===== config.mk =====
export PLATFORM = sky130hd
export DESIGN_NAME = multiplier_shift_add
export DESIGN_NICKNAME = d
export VERILOG_FILES = /design/src/rtl/alu_pkg.sv /design/src/rtl/shift_left_logical.sv /design/src/rtl/multiplier_shift_add.sv
export SDC_FILE = /design/constraint.sdc
export NUM_CORES = 1
export LEC_CHECK = 0
export CAP_MARGIN = 5
export CORE_UTILIZATION = 50
export CTS_BUF_LIST = sky130_fd_sc_hd__clkbuf_8
export DETAILED_ROUTE_END_ITERATION = 10
export MAX_ROUTING_LAYER = met4
export PLACE_DENSITY = 0.71
export SLEW_MARGIN = 20
export SYNTH_ARGS = -nofsm -noshare
export SYNTH_HDL_FRONTEND = slang
export SYNTH_SLANG_ARGS = --single-unit

===== constraint.sdc =====
create_clock -name clk -period 5.45 [get_ports clk]
set_clock_uncertainty 0.05 [all_clocks]
set_input_delay 1.09 -clock clk [delete_from_list [all_inputs] [get_ports clk]]
set_output_delay 1.09 -clock clk [all_outputs]
set_load 0.1 [all_outputs]

===== src/rtl/alu_pkg.sv =====
// Shared ALU definitions: multiplier FSM states and timing.
// Imported by the multiplier and its shift stage.
package alu_pkg;

    typedef enum logic [1:0] {
        S_IDLE,
        S_BUSY,
        S_DONE
    } mul_state_t;

    // accept edge plus one accumulate edge per operand bit
    localparam int MUL_LATENCY = 33;

endpackage


===== src/rtl/shift_left_logical.sv =====
// Combinational logical left shift: out = in << shamt.
// Shared shift stage feeding the multiplier accumulate path.
module shift_left_logical
    import alu_pkg::*;
#(
    parameter int N = 32
) (
    input  logic [N-1:0]         in,
    input  logic [$clog2(N)-1:0] shamt,
    output logic [N-1:0]         out
);

    // zero-filling shift
    always_comb begin
        out = in << shamt;
    end

endmodule


===== src/rtl/multiplier_shift_add.sv =====
// Multi-cycle shift-and-add multiplier, low N bits of a*b (RISC-V MUL).
// One bit of b per cycle, fixed 32-cycle data-independent latency.
module multiplier_shift_add
    import alu_pkg::*;
#(
    parameter int N = 32
) (
    input  logic         clk,
    input  logic         rst_n,
    input  logic         i_valid,
    output logic         o_ready,
    input  logic [N-1:0] a,
    input  logic [N-1:0] b,
    output logic         o_valid,
    input  logic         i_ready,
    output logic [N-1:0] product
);

    localparam int CW = $clog2(N);
    localparam logic [CW-1:0] LAST = CW'(N - 1);

    mul_state_t    state;
    mul_state_t    state_next;
    logic [CW-1:0] count;
    logic [N-1:0]  acc;
    logic [N-1:0]  a_reg;
    logic [N-1:0]  b_reg;
    logic [N-1:0]  shifted;
    logic          accept;

    shift_left_logical #(.N(N)) u_shift (
        .in    (a_reg),
        .shamt (count),
        .out   (shifted)
    );

    assign accept  = i_valid && o_ready;
    assign product = acc;

    // state register
    always_ff @(posedge clk or negedge rst_n) begin
        if (!rst_n) begin
            state <= S_IDLE;
        end else begin
            state <= state_next;
        end
    end

    // next state and handshake outputs; ready is held low during reset
    always_comb begin
        state_next = state;
        o_ready    = 1'b0;
        o_valid    = 1'b0;
        unique case (state)
            S_IDLE: begin
                o_ready = rst_n;
                if (accept) begin
                    state_next = S_BUSY;
                end
            end
            S_BUSY: begin
                if (count == LAST) begin
                    state_next = S_DONE;
                end
            end
            S_DONE: begin
                o_valid = 1'b1;
                if (i_ready) begin
                    state_next = S_IDLE;
                end
            end
            default: begin
                state_next = S_IDLE;
            end
        endcase
    end

    // operand capture and per-bit accumulation; count wraps after the last bit
    always_ff @(posedge clk or negedge rst_n) begin
        if (!rst_n) begin
            count <= '0;
            acc   <= '0;
            a_reg <= '0;
            b_reg <= '0;
        end else begin
            unique case (state)
                S_IDLE: begin
                    if (accept) begin
                        a_reg <= a;
                        b_reg <= b;
                        acc   <= '0;
                        count <= '0;
                    end
                end
                S_BUSY: begin
                    if (b_reg[count]) begin
                        acc <= acc + shifted;
                    end
                    count <= count + 1'b1;
                end
                default: begin
                end
            endcase
        end
    end

endmodule


==> results_dict.tcl <==
set metrics [dict create \
    outcome "finished, final reports clean" \
    synth_top_family_by_area "simple AND/OR/NAND/NOR gates" \
    holdWs_ns 0.429 \
    hold_violations 0 \
    drv_slew 0 \
    dp.cells 1105 \
    gp_congestion 0.985 \
    rsz0062_at_grt "false" \
    yosysSeqAreaShare_pct 35.4 \
    setup_viol_count_final 0 \
    antenna_left 0 \
    dp_hpwl_mm 13.7 \
    num_rows 43 \
    num_antenna_cells 0 \
    cts_sinks 103 \
    fin_ws_ns 1.13 \
    end_kind "flip-flop" \
    tritoncts "done" \
    crit_fanout 27 \
    synthArstFlopShare_pct 100 \
    critical_path_required_ns 5.72 \
    path_class "flip-flop to flip-flop" \
    synth-seq-cells 103 \
    synth_compound_area_share_pct 16.2 \
    synth_flop_cell "dfrtp_1" \
    ctsHoldBuffers 0 \
    grt_pass1_vias 6063 \
    cts_buffers 9 \
    vias 6415 \
    drt-vias-per-instance 5.72 \
    start_kind "flip-flop" \
    synth_fp_nets 964 \
    final_common_cell "nand2_1" \
    num-fill-cells 1287 \
    grt.overflow.total 0 \
    slowest_delay_ns 0.81 \
    groute.usage.overall_pct 27.1 \
    core_area_um2 14000 \
    cts_resized 0 \
    dieArea_um2 15000 \
    syn_inst 862 \
    clockRootBuffer "clkbuf_8" \
    syn_avg_cell_area_um2 8.45 \
    synth_cell_types 68 \
    num_io_pins 102 \
    dieHeight_um 123 \
    port_buffers 101 \
    synth_simple_gate_area_share_pct 22.5 \
    post_cts_buffers 0 \
    nNetsFinal 1038 \
    hp-class "flip-flop to flip-flop" \
    slew_headroom_pct 34.1 \
    cp.arrival_ns 4.59 \
    firstDrtPassIters 5 \
    synthAdderAreaFrac_pct 5.95 \
    max_freq_mhz 232 \
    yosysWarnings 0 \
    grt_max_degree 69 \
    wire_per_inst_um 16.3 \
    drtIter0Drc 619 \
    fin_crit_ns 4.32 \
    layout-drive-gt1-share_pct 8.50 \
    clk_latency_ns 0.39 \
    crit_slowest_cell "dfrtp_2" \
    synth_mux_area_share_pct 14.3 \
    initial_core_util_pct 51.8 \
    cts_buffer_depth 2 \
    grt_pass1_wl_mm 30.5 \
    final-seq-area_um2 2580 \
    htree_levels 3 \
    fin_setup_tns_ns 0 \
    synth_edf_count 0 \
    die_w_um 123 \
    tightest_slew_ns 0.986 \
    pre_cts_slack_ns 1.19 \
    path_cells "mux2_2 -> o21ai_0 -> nor2_1 -> nor2_1 -> nor2b_1 -> a211oi_1 -> ha_1 -> a21o_1 -> or3_1 -> o21ai_0 -> o211ai_1 -> o31a_1 -> a211o_1 -> a221oi_2" \
    antenna_found_initial 0 \
    clk_pin_slew_ns 0.11 \
    final_cell_mix "nand2_1 (258), dfrtp_1 (102), clkdlybuf4s50_1 (99), o21ai_0 (49), nor2_1 (45)" \
    min_period_over_period_pct 79.2 \
    final_cell_count_no_fill 1121 \
    routed_wl_mm 18.3 \
    r2r_setup_slack_ns 1.13 \
    area_growth_pct 18.2 \
    multi_input_area_um2 4450 \
    drt_drc_violations_left 0 \
    drv_cap 0 \
    synth_xor_area_share_pct 2.17 \
    syn-cell-area_um2 7280 \
]
==> kinds of logic after synthesis <==
group | Yosys count
simple gates | 384
compound gates | 180
flops | 103
mux | 78
buf+inv | 65
fa+ha+maj | 34
xor+xnor | 18
==> area by class of cell <==
type	instances	area share, %
clock inverters	7	0.741
flip-flops and latches	103	30.0
repair buffers	116	13.0
well taps	180	2.62
clock buffers	9	1.44
multi-input cells	694	51.7
inverters	12	0.523
==> layer usage <==
| layer | vias up | part of all wire [%] | global-route usage (%) |
|---|---|---|---|
| li1 | 3183 | - | - |
| met1 | 3014 | 48 | 38.4 |
| met2 | 191 | 44 | 39.0 |
| met3 | 27 | 4.9 | 4.23 |
| met4 | 0 | 2.4 | 10.1 |
| met5 | - | 0 | - |
==> synth_stat cells, types with 7 or more instances <==
cell,count,share of area [%]
nand2_1,259,13
dfrtp_1,103,35
o21ai_0,49,3.4
nor2_1,45,2.3
mux2i_1,43,5.9
clkbuf_1,36,1.9
a21oi_1,34,2.3
ha_1,33,5.7
nand3_1,22,1.5
mux4_2,19,5.9
mux2_2,16,2.5
a21o_1,12,1.2
inv_1,11,0.57
o31ai_1,11,1.1
a31oi_1,10,0.86
nor2b_1,10,0.86
xnor2_1,10,1.2
nand2b_1,9,0.77
o21a_1,9,0.93
buf_1,8,0.41
xor2_1,8,0.96
a211oi_1,7,0.72
nor3_1,7,0.48
==> through the flow <==
stage | area (µm²) | util [%]
after CTS | 8610 | 61.3
after global routing | 8610 | 61.3
after detailed placement | 8420 | 60.0
after global placement | 8420 | 60.0
final | 8610 | 61.3
after floorplan | 7280 | -
==> final timing paths <==
check,to,cells after the start,start
max,product[31],14,count[1]
min,b_reg[14],2,b_reg[14]
max reg2reg,product[31],14,count[1]
min reg2reg,b_reg[14],2,b_reg[14]
max in group asynchronous,count[1],2,rst_n
min in group asynchronous,product[3],1,rst_n
==> worst max-delay path, delay by kind of cell, from the launching register on <==
family          cells  cell delay, ns
compound gates      8            1.72
fa+ha+maj           1            0.36
flops               1            0.81
mux                 1            0.43
simple gates        4            0.86
Power is left out: the tool's default activity adds up to more than one toggle a clock period on the data nets, which glitch-free logic cannot reach.
